## config.mk

```make
export PLATFORM = sky130hd
export DESIGN_NAME = multizone_sprinkler_ctrl
export DESIGN_NICKNAME = d
export VERILOG_FILES = /design/src/rtl/multizone_sprinkler_ctrl.sv
export SDC_FILE = /design/constraint.sdc
export NUM_CORES = 1
export LEC_CHECK = 0
export ABC_CLOCK_PERIOD_IN_PS = 5700
export BUFFER_PORTS_ARGS = -buffer_cell sky130_fd_sc_hd__buf_2
export CORE_MARGIN = 2
export CORE_UTILIZATION = 28
export DETAILED_ROUTE_END_ITERATION = 10
export GPL_ROUTABILITY_DRIVEN = 0
export HOLD_SLACK_MARGIN = 0.15
export MAX_ROUTING_LAYER = met4
export PLACE_DENSITY = 0.42
export SLEW_MARGIN = 10
export SYNTH_ARGS = -nofsm -noshare
export SYNTH_HDL_FRONTEND = slang
export SYNTH_SLANG_ARGS = --single-unit
```

## constraint.sdc

```tcl
create_clock -name clk -period 5.7 [get_ports clk]
set_input_delay 1.14 -clock clk [delete_from_list [all_inputs] [get_ports clk]]
set_output_delay 1.14 -clock clk [all_outputs]
set_load 0.1 [all_outputs]
```

## src/rtl/multizone_sprinkler_ctrl.sv

```systemverilog
// multizone_sprinkler_ctrl
//   Parses $GPRMC UTC time out of a GPS NMEA byte stream and waters NUM_ZONES
//   zones one after another, once per dark period. A debounced rain sensor
//   pauses watering. The remaining ticks of the current zone resume once the
//   rain lockout clears.
// Ports
//   clk, rst           clock, asynchronous active-high reset
//   rain_sensor_in     raw rain sensor, 1 = rain
//   gps_valid_in       gps_data_in carries a new byte this cycle
//   gps_data_in        ASCII byte from the GPS UART
//   zone_active_out    one-hot valve enable (or all zero), registered
//   time_valid_out     a good $GPRMC time has been parsed since reset
//   utc_hour_out       last parsed UTC hour
//   utc_min_out        last parsed UTC minute
//   rain_lockout_out   debounced rain state
module multizone_sprinkler_ctrl #(
    parameter int NUM_ZONES     = 4,
    parameter int TICK_W        = 16,
    parameter int ZONE_TICKS    = 1000,
    parameter int DARK_START_HR = 23,
    parameter int DARK_END_HR   = 11,
    parameter int RAIN_DEBOUNCE = 8
) (
    input  logic                 clk,
    input  logic                 rst,
    input  logic                 rain_sensor_in,
    input  logic                 gps_valid_in,
    input  logic [7:0]           gps_data_in,
    output logic [NUM_ZONES-1:0] zone_active_out,
    output logic                 time_valid_out,
    output logic [4:0]           utc_hour_out,
    output logic [5:0]           utc_min_out,
    output logic                 rain_lockout_out
);
    localparam int IDX_W = (NUM_ZONES > 1) ? $clog2(NUM_ZONES) : 1;
    localparam int CNT_W = $clog2(RAIN_DEBOUNCE + 1);
    localparam logic [TICK_W-1:0] TICK_LAST = TICK_W'(ZONE_TICKS - 1);
    localparam logic [IDX_W-1:0]  IDX_LAST  = IDX_W'(NUM_ZONES - 1);
    localparam logic [CNT_W-1:0]  DEB_LAST  = CNT_W'(RAIN_DEBOUNCE - 1);
    localparam logic [4:0]        START_H   = 5'(DARK_START_HR);
    localparam logic [4:0]        END_H     = 5'(DARK_END_HR);

    // ---------------- NMEA parser ----------------
    // pos = number of sentence bytes matched so far; 0 is HUNT.
    // 1..6 expect the rest of "$GPRMC,", 7..10 expect H1 H0 M1 M0.
    logic [3:0] pos;
    logic [3:0] h1, h0, m1;
    logic       acc_pend;
    logic [4:0] hour_pend;
    logic [5:0] min_pend;
    logic [6:0] hour_full, min_full;
    logic       is_digit;
    logic [3:0] dval;

    function automatic logic [7:0] hdr_char(input logic [3:0] p);
        case (p)
            4'd1:    hdr_char = 8'h47; // G
            4'd2:    hdr_char = 8'h50; // P
            4'd3:    hdr_char = 8'h52; // R
            4'd4:    hdr_char = 8'h4D; // M
            4'd5:    hdr_char = 8'h43; // C
            4'd6:    hdr_char = 8'h2C; // ,
            default: hdr_char = 8'h24; // $
        endcase
    endfunction

    assign is_digit  = (gps_data_in >= 8'h30) && (gps_data_in <= 8'h39);
    assign dval      = gps_data_in[3:0];
    assign hour_full = {3'b0, h1} * 7'd10 + {3'b0, h0};
    assign min_full  = {3'b0, m1} * 7'd10 + {3'b0, dval};

    // The accepted time is staged one cycle (acc_pend) so the visible outputs
    // change on the edge after M0 is sampled.
    always_ff @(posedge clk or posedge rst) begin
        if (rst) begin
            pos            <= '0;
            h1             <= '0;
            h0             <= '0;
            m1             <= '0;
            acc_pend       <= 1'b0;
            hour_pend      <= '0;
            min_pend       <= '0;
            time_valid_out <= 1'b0;
            utc_hour_out   <= '0;
            utc_min_out    <= '0;
        end else begin
            acc_pend <= 1'b0;
            if (acc_pend) begin
                time_valid_out <= 1'b1;
                utc_hour_out   <= hour_pend;
                utc_min_out    <= min_pend;
            end
            if (gps_valid_in) begin
                if (gps_data_in == 8'h24) begin
                    pos <= 4'd1;
                end else if (pos >= 4'd1 && pos <= 4'd6 && gps_data_in == hdr_char(pos)) begin
                    pos <= pos + 4'd1;
                end else if (pos >= 4'd7 && is_digit) begin
                    case (pos)
                        4'd7:    h1 <= dval;
                        4'd8:    h0 <= dval;
                        4'd9:    m1 <= dval;
                        default: ;
                    endcase
                    if (pos == 4'd10) begin
                        pos <= '0;
                        if (hour_full <= 7'd23 && min_full <= 7'd59) begin
                            acc_pend  <= 1'b1;
                            hour_pend <= hour_full[4:0];
                            min_pend  <= min_full[5:0];
                        end
                    end else begin
                        pos <= pos + 4'd1;
                    end
                end else begin
                    pos <= '0;
                end
            end
        end
    end

    // ---------------- dark window ----------------
    logic dark;
    always_comb begin
        dark = 1'b0;
        if (time_valid_out) begin
            if (START_H > END_H)
                dark = (utc_hour_out >= START_H) || (utc_hour_out < END_H);
            else if (START_H < END_H)
                dark = (utc_hour_out >= START_H) && (utc_hour_out < END_H);
        end
    end

    // ---------------- rain debounce ----------------
    // Counts consecutive samples disagreeing with the current lockout state.
    logic [CNT_W-1:0] rain_cnt;
    always_ff @(posedge clk or posedge rst) begin
        if (rst) begin
            rain_cnt         <= '0;
            rain_lockout_out <= 1'b0;
        end else if (rain_sensor_in == rain_lockout_out) begin
            rain_cnt <= '0;
        end else if (rain_cnt == DEB_LAST) begin
            rain_cnt         <= '0;
            rain_lockout_out <= ~rain_lockout_out;
        end else begin
            rain_cnt <= rain_cnt + CNT_W'(1);
        end
    end

    // ---------------- zone sequencer ----------------
    typedef enum logic [1:0] {IDLE, RUN, PAUSE, DONE} state_t;
    state_t            state, state_nx;
    logic [IDX_W-1:0]  idx, idx_nx;
    logic [TICK_W-1:0] tick, tick_nx;

    always_ff @(posedge clk or posedge rst) begin
        if (rst) begin
            state           <= IDLE;
            idx             <= '0;
            tick            <= '0;
            zone_active_out <= '0;
        end else begin
            state           <= state_nx;
            idx             <= idx_nx;
            tick            <= tick_nx;
            zone_active_out <= (state == RUN) ? (NUM_ZONES'(1) << idx) : '0;
        end
    end

    always_comb begin
        state_nx = state;
        idx_nx   = idx;
        tick_nx  = tick;
        case (state)
            IDLE: begin
                idx_nx  = '0;
                tick_nx = '0;
                if (dark && !rain_lockout_out) state_nx = RUN;
            end
            RUN: begin
                // Leaving the dark window aborts ahead of a rain pause.
                if (!dark) begin
                    state_nx = DONE;
                end else if (rain_lockout_out) begin
                    state_nx = PAUSE;
                end else if (tick == TICK_LAST) begin
                    tick_nx = '0;
                    if (idx == IDX_LAST) state_nx = DONE;
                    else                 idx_nx   = idx + IDX_W'(1);
                end else begin
                    tick_nx = tick + TICK_W'(1);
                end
            end
            PAUSE: begin
                if (!dark)                  state_nx = DONE;
                else if (!rain_lockout_out) state_nx = RUN;
            end
            DONE: begin
                // Wait for the dark period to end so each period waters once.
                if (!dark) state_nx = IDLE;
            end
            default: state_nx = IDLE;
        endcase
    end
endmodule

```

# ---- Word-level counts from Yosys, hierarchy flattened
# Cells that the tools add are included.
dict set report word_totals {
  register_bits 69
  input_bits 12
  output_inout_bits 17
  word_cells 119
}
dict set report op_classes {
  add_sub_neg 6
  n_mul 2
  order_cmp 9
  n_eq_ne 28
  n_shift 1
  muxes 35
  bitwise 4
  reduce_logical 18
}
# operator n
set ops {}
lappend ops {{two-way mux 16 bit} 3}
lappend ops {{one-hot mux 7 bit (6 select lines)} 1}
lappend ops {{one-hot mux 16 bit (2 select lines)} 1}
lappend ops {{two-way mux 4 bit} 7}
lappend ops {{AND reduction 5 bit} 5}
lappend ops {{two-way mux 2 bit} 12}
lappend ops {{equality test 4 x 3 -> 1 bit, second input constant} 5}
lappend ops {{adder 16 x 1 -> 16 bit, second input constant} 1}
lappend ops {{equality test 16 x 10 -> 1 bit, second input constant} 1}
lappend ops {{two-way mux 8 bit} 2}
lappend ops {{adder 7 x 4 -> 7 bit} 2}
lappend ops {{equality test 4 bit, second input constant} 3}
lappend ops {{multiplier 4 x 3 -> 6 bit, second input constant} 2}
lappend ops {{!= test 2 bit, second input constant} 5}
lappend ops {{adder 4 x 1 -> 4 bit, second input constant} 2}
lappend ops {{equality test 4 x 2 -> 1 bit, second input constant} 2}
lappend ops {{equality test 8 x 6 -> 1 bit, second input constant} 1}
lappend ops {{equality test 8 bit} 1}
lappend ops {{>= comparator 8 x 6 -> 1 bit, second input constant} 1}
lappend ops {{less-or-equal comparator 8 x 6 -> 1 bit, second input constant} 1}
lappend ops {{!= test 4 x 3 -> 1 bit, second input constant} 2}
lappend ops {{one-hot mux 2 bit (4 select lines)} 1}
lappend ops {{less-or-equal comparator 7 x 5 -> 1 bit, second input constant} 1}
lappend ops {{less-or-equal comparator 7 x 6 -> 1 bit, second input constant} 1}
lappend ops {{other kinds (24)} 40}

# ---- Longest topological paths before layout
# Gate-level depths: netlist of the first run.
dict set report logic_depth {
  depth_word 10
  mapped_depth 10
  depth_no_buf 9
}

# ---- Worst setup path before layout of the first run
# Ideal clock, no wire load.
dict set report synth_path {
  path_type {input port to flip-flop}
  start {in gps_data_in[1]}
  end {reg hour_pend[0]}
  setup_ns 0.125
  arrival_ns 3.096
  required_time_ns 5.575
  path_slack_ns 2.478
  stages 10
  n_path_buf 1
  cell_sequence {ha_1 fa_1 xor2_1 nand2_1 maj3_1 o21ai_0 o41ai_1 nand4_2 buf_6 mux2_4}
}
dict set report synth_via {
  elab_chain_len 4
  word_cells_on_any_way 13
  classes_between {add/sub: 1; order compare: 3; eq/ne: 2; bitwise: 2; reduce/logical: 5}
}
# item line_no
set synth_rtl {}
lappend synth_rtl {{from (decl)} 28} ;# input logic [7:0] gps_data_in,
lappend synth_rtl {{adder 7 x 4 -> 7 bit (tied with other cells)} 70} ;# assign min_full = {3'b0, m1} * 7'd10 + {3'b0, dval};
lappend synth_rtl {{less-or-equal comparator 7 x 6 -> 1 bit (tied with other cells)} 107} ;# if (hour_full <= 7'd23 && min_full <= 7'd59) begin
lappend synth_rtl {{logical AND 1 bit (tied with other cells)} 107}
lappend synth_rtl {{AND reduction 6 bit (no source line) (*)} n/a}
lappend synth_rtl {{to (signal assigned)} 109} ;# hour_pend <= hour_full[4:0];
lappend synth_rtl {{to (decl)} 49} ;# logic [4:0] hour_pend;
# Mark *: on every way between the ends. The rest lies on a longest branch, timed or not.
# A chain may end at the register's enable or synchronous reset.

# ---- Worst setup path in the final report of the first run
dict set report layout_path {
  start {in gps_data_in[1]}
  end {reg hour_pend[3]}
}
# The elaborated chain is that of the path after synthesis.

==> flow_summary.yaml, run 1 <==
run_status:
  status: "complete, no violations"
pwr:
  leakagePower_nw: 2.08
  worst_ir_drop_vdd_v: 0.000117
  power_mw: 1.28
  power.density_cell_area_nw_per_um2: 285
global_routing:
  groute.usage.overall: 0.129
  first_global_vias: 2806
  grt-ovfl-total: 0
  grt_first_pass_wirelength_mm: 14.4
  largest_net_degree_at_the_start_of_global_routing: 70
  antenna_found_initial: 0
critical_path:
  data_arrival_at_the_endpoint_of_the_critical_path_ns: 3.54
  critical_path.endpoint_type: "register"
  crit_type: "in2reg"
  cp.required_ns: 5.92
  crit_path_top_delay_cell: "fa_1"
  critPathBufInv: 1
  path_cells: "buf_2, ha_1, fa_1, xor2_1, nand2_1, maj3_1, o21ai_0, o41ai_1, nand4_2, mux2_2"
  timing.critical_path.from_type: "input pin"
  critical_path.max_fanout: 11
  critPathTopFamily: "adder cells"
  slowest_delay_ns: 0.41
clocking:
  clkSinkCount: 69
  cts.root.buffer_cell: "clkbuf_16"
  cts_repair_resize_count: 0
  cts_post_setup_buffers_inserted: 0
  h-tree-depth: 3
  cts_inserted_buffers: 9
  clock_path_buffers: 2
  postCtsHoldBufs: 0
  cts_tree: "built"
  cts.clk_slew.worst_paths_ns: 0.06
  clock_latency_ns: 0.34
routing:
  drt-pass1-iter-count: 4
  route.detailed.drc: 0
  via_count: 2838
  detail_route.iter0.violations: 129
  post_drt_wl_per_cell_um: 14.5
  drt_wl_total_mm: 8.49
  detail-route-antenna-nets: 0
  viasPerCell: 4.86
hold_path:
  worstHoldPathType: "reg2reg"
place:
  hpwlAfterDp_mm: 5.84
  place.detailed.instances: 568
  setup_slack_placement_ns: 2.00
  detailed_place.area_um2: 4230
  io_buffer_count: 28
logic_synthesis:
  synth.cell_area_um2: 3920
  count_of_flip_flops_with_a_built_in_enable_after_synthesis: 0
  synthCells: 370
  yosys-top-cells-area: "dfrtp_1 44%, ha_1 7.3%, mux2_2 6.9%"
  synth_largest_type_area_fraction: 0.441
  synthesis.area_per_instance_um2: 10.6
  synth_flop_cell: "dfrtp_1"
  yosysSeqAreaShare: 0.441
  async_flop_share: 1.00
  ys_seq_elements: 69
  synth_nets: 409
  synth_cell_types: 58
  netlist.top_cell.by_area: "dfrtp_1"
  yosysWarnings: 0
floorplanning:
  floorplan.die.height_um: 122
  floorplan.rows: 43
  floorplan.die.width_um: 122
  initial_util: 0.285
  io_pins: 29
  core_area_um2: 13800
  die-area_um2: 15000
timing:
  timing_max_transition_violations_final: 0
  maxSlewHeadroom: 0.396
  hold_viol_final: 0
  fin_worst_skew_ns: 0.00660
  setup_repair_after_global_routing_missed_its_margin: "false"
  whs_ns: 0.474
  final-setup-viol-count: 0
  final_critical_path_setup_slack_ns: 2.38
  min_period_over_period: 0.583
  fmaxAchievable_mhz: 301
  fin_setup_tns_ns: 0
  fin_crit_ns: 3.32
  worst-slew-pin-transition_ns: 0.906
layout:
  postLayoutCellArea_um2: 4490
  fraction_of_final_layout_cells_with_drive_strength_greater_than_1: 0.230
  syn_to_final_growth_pct: 14.7
  insertedDiodeCount: 0
  stdcell_count: 584
  finalCoreUtilization: 0.326
  finalNetCount: 438
flow_run:
  maxCapViolations: 0
## Yosys cell counts, types with 4 or more instances
| cell | n |
|---|---|
| nand2b_1 | 5 |
| nor3_1 | 6 |
| or3_1 | 5 |
| and3_1 | 5 |
| buf_2 | 5 |
| o21ai_0 | 32 |
| a21o_1 | 5 |
| o31ai_1 | 7 |
| xnor2_1 | 9 |
| mux2_2 | 24 |
| fa_1 | 4 |
| dfrtp_1 | 69 |
| nor4_1 | 4 |
| nand3_1 | 9 |
| nand2_1 | 23 |
| nand4_1 | 6 |
| inv_1 | 20 |
| nor2b_1 | 6 |
| a21oi_1 | 13 |
| and2_1 | 4 |
| a31oi_1 | 4 |
| nor2_1 | 22 |
| ha_1 | 23 |
| mux2_4 | 10 |
## flip-flops by register name, indices dropped and copies added, names as in the netlist
name	cells
m1	4
rain_cnt	4
tick	16
time_valid_out	1
acc_pend	1
idx	2
pos	4
state	2
zone_active_out	4
utc_hour_out	5
h0	4
h1	4
min_pend	6
utc_min_out	6
rain_lockout_out	1
hour_pend	5
## logic make-up after synthesis
logic type	synth area share
XOR/XNOR	0.0268
multiplexers	0.107
adder cells (fa/ha/maj)	0.0964
AND/OR/NAND/NOR	0.156
AO/OA/AOI/OAI	0.136
flip-flops	0.441
buffers and inverters	0.0361
## cell type report
type	instances	area [µm²]
repair buffers	29	148
flip-flops and latches	69	1730
inverters	20	75.1
well taps	180	225
clock buffers	10	229
fillers	1457	9280
multi-input cells	270	2050
clock inverters	6	40.0
## routing by layer
layer  routed length, µm  up-vias  GRT usage
met4                 167        0     0.0510
li1                    -     1394          -
met3                 403       16     0.0404
met2                3730       51      0.186
met5                   0        -          -
met1                4190     1377      0.169
## worst paths after layout
check | end | slack [ns] | start | cells past startpoint
min in group asynchronous | idx[1] | 1.08 | rst | 3
max | hour_pend[3] | 2.38 | gps_data_in[1] | 10
max reg2reg | min_pend[2] | 2.68 | m1[1] | 7
min | rain_cnt[0] | 0.47 | rain_cnt[0] | 1
max in group asynchronous | pos[3] | 4.04 | rst | 3
min reg2reg | rain_cnt[0] | 0.47 | rain_cnt[0] | 1
## power breakdown
part	total [mW]	leakage (nW)	internal (mW)	switching (mW)
clock network	0.512	0.132	0.293	0.219
logic	0.234	1.00	0.0681	0.165
registers	0.537	0.947	0.514	0.0233
## placed cells by master, fill, tap and decap left out, types with 2 or more instances in the layout
cell and instances:
dfrtp_1 69, o21ai_0 32, buf_2 28, mux2_2 24, nand2_1 23, ha_1 23, nor2_1 22, inv_1 19
a21oi_1 13, mux2_4 10, xnor2_1 9, nand3_1 9, clkbuf_16 9, o31ai_1 7, nor3_1 6, nor2b_1 6
nand4_1 6, nand2b_1 5, or3_1 5, a21o_1 5, and3_1 5, nor4_1 4, and2_1 4, a31oi_1 4
fa_1 4, or2_2 3, a211oi_1 3, nor3b_1 3, xor2_1 3, clkinv_2 3, a211oi_2 2, o21bai_1 2
nand4b_1 2, o41ai_1 2, o21ai_1 2, a21oi_2 2, clkinv_4 2
(Power assumes the default switching activity.)
==> run 2: changes to the inputs <==
--- a/config.mk
+++ b/config.mk
@@ -5,7 +5,7 @@
 export SDC_FILE = /design/constraint.sdc
 export NUM_CORES = 1
 export LEC_CHECK = 0
-export ABC_CLOCK_PERIOD_IN_PS = 5700
+export ABC_CLOCK_PERIOD_IN_PS = 2700
 export BUFFER_PORTS_ARGS = -buffer_cell sky130_fd_sc_hd__buf_2
 export CORE_MARGIN = 2
 export CORE_UTILIZATION = 28
@@ -13,7 +13,7 @@
 export GPL_ROUTABILITY_DRIVEN = 0
 export HOLD_SLACK_MARGIN = 0.15
 export MAX_ROUTING_LAYER = met4
-export PLACE_DENSITY = 0.42
+export PLACE_DENSITY = 0.44
 export SLEW_MARGIN = 10
 export SYNTH_ARGS = -nofsm -noshare
 export SYNTH_HDL_FRONTEND = slang
==> constraint.sdc (replaced) <==
create_clock -name clk -period 2.7 [get_ports clk]
set_input_delay 0.54 -clock clk [delete_from_list [all_inputs] [get_ports clk]]
set_output_delay 0.54 -clock clk [all_outputs]
set_load 0.1 [all_outputs]
==> run 2 against run 1 <==
Final cell count increased by 2.6%. Count of clock-buffer cells in the layout grew 2. Sequential share of layout area fell by 1.7 points. Highest routed layer unchanged.
==> flow_summary.yaml, run 2 (synthesized netlist as in run 1, its figures left out) <==
run_status:
  status: "complete, no violations"
clocking:
  h-tree-depth: 3
  clock_path_buffers: 2
  postCtsHoldBufs: 0
  cts.clk_slew.worst_paths_ns: 0.06
  cts_tree: "built"
  cts.root.buffer_cell: "clkbuf_16"
  clock_latency_ns: 0.34
  cts_inserted_buffers: 9
  clkSinkCount: 69
routing:
  detail_route.iter0.violations: 169
  route.detailed.drc: 0
  viasPerCell: 4.82
  drt-pass1-iter-count: 4
  post_drt_wl_per_cell_um: 14.5
  via_count: 2885
  detail-route-antenna-nets: 0
  wirelength_met1_mm: 4.19
  met3_wirelength_um: 375
  top_signal_layer_used: "met4"
  drt_wl_total_mm: 8.67
  route.met2.wl_mm: 3.98
layout:
  registers.top_by_ff_count: "tick"
  mostFrequentLayoutCells: "69 x dfrtp_1, 31 x o21ai_0, 28 x buf_2"
  ff_latch_area_um2: 1730
  finalCoreUtilization: 0.341
  reg.largest.list: "tick x16, min_pend x6, utc_min_out x6"
  insertedDiodeCount: 0
  multiInputGateArea_um2: 2080
  syn_to_final_growth_pct: 20.0
  most_common_cell_after_layout_fill_and_taps_aside: "dfrtp_1"
  fillCellCount: 1429
  fraction_of_final_layout_cells_with_drive_strength_greater_than_1: 0.267
  max_reg_flops: 16
  stdcell_count: 599
  finalNetCount: 454
floorplanning:
  io_pins: 29
  core_area_um2: 13800
  floorplan.rows: 43
  floorplan.die.height_um: 122
  initial_util: 0.285
  die-area_um2: 15000
  floorplan.die.width_um: 122
place:
  place.detailed.instances: 583
  io_buffer_count: 28
  hpwlAfterDp_mm: 6.22
pwr:
  leakagePower_nw: 2.18
  worst_ir_drop_vdd_v: 0.000288
  power.density_cell_area_nw_per_um2: 609
global_routing:
  groute.usage.overall: 0.130
  antenna_found_initial: 0
  grt_first_pass_wirelength_mm: 14.5
  largest_net_degree_at_the_start_of_global_routing: 48
  grt-ovfl-total: 0
  first_global_vias: 2862
timing:
  fin_worst_skew_ns: 0.00738
  worst-slew-pin-transition_ns: 0.582
  fmaxAchievable_mhz: 384
  min_period_over_period: 0.963
  fin_crit_ns: 2.60
  setup_repair_after_global_routing_missed_its_margin: "false"
  hold_viol_final: 0
  maxSlewHeadroom: 0.612
  final-setup-viol-count: 0
  timing_max_transition_violations_final: 0
critical_path:
  critical_path.most_common_cell: "ha_1"
  critPathTopFamily: "adder cells"
  data_arrival_at_the_endpoint_of_the_critical_path_ns: 2.82
  crit_type: "reg2reg"
  crit_path_top_delay_cell: "fa_1"
  critPathBufInv: 2
  cp.required_ns: 2.92
  path_cells: "ha_1, ha_1, inv_1, fa_1, nor3b_1, xnor2_1, nand4_2, buf_12, mux2_4"
  timing.critical_path.from_type: "register"
  critical_path.max_fanout: 11
  critical_path.endpoint_type: "register"
  slowest_delay_ns: 0.44
  r2r_slack_ns: 0.1
flow_run:
  maxCapViolations: 0
hold_path:
  worstHoldPathType: "in2async"
-- run 2: changes by cell type in the layout (fill, tap and decap cells not counted), moves of 2 or more --
cell and delta:
buf_4 +14, clkinv_2 -3, buf_12 +2, clkbuf_8 +2, clkinv_4 -2
-- run 2: final timing paths --
check	from	to	depth (start not counted)
max in group asynchronous	rst	m1[3]	3
min in group clk	rain_sensor_in	rain_lockout_out	2
worst max register to register	h1[3]	hour_pend[1]	9
worst min-delay path	rst	idx[1]	2
worst max-delay path	h1[3]	hour_pend[1]	9
worst min register to register	tick[9]	tick[9]	1
-- run 2: layout make-up --
| cell class | count | share of cell area |
|---|---|---|
| clock inverter | 3 | 0.00958 |
| inverter | 20 | 0.0160 |
| sequential | 69 | 0.367 |
| multi-input combinational | 270 | 0.443 |
| tap | 180 | 0.0479 |
| clock buffer | 12 | 0.0546 |
| timing repair buffer | 45 | 0.0623 |
-- run 2: stage by stage --
step                setup WS, ns  hold slack, ns  area (µm²)  total power [mW]  TNS (ns)
global route             0.00750           0.275        4700              3.02         0
detailed placement        -0.217           0.482        4360              1.67     -2.06
finish                    0.0986           0.238        4700              2.86         0
global placement          -0.154           0.476        4360              1.66     -1.37
floorplan                 0.0784           0.444        3920              1.54         0
CTS                       0.0273           0.250        4660              2.91         0
-- run 2: where the power goes --
group | switching (mW) | internal, mW
sequential | 0.0489 | 1.09
clock | 0.454 | 0.761
combinational | 0.350 | 0.162
total | 0.853 | 2.01
-- run 2: repair_timing --
action / 4_1_cts / 5_1_grt
hold endpoints to repair: 0 / 0
resized for setup: 0 / 5
endpoints found under the setup margin: 0 / 11
setup buffers: 0 / 1
-- run 2: routing by layer --
| metal | vias to the layer above | GRT usage |
|---|---|---|
| met3 | 10 | 0.0390 |
| li1 | 1421 | - |
| met5 | - | - |
| met2 | 59 | 0.194 |
| met1 | 1395 | 0.167 |
| met4 | 0 | 0.0460 |
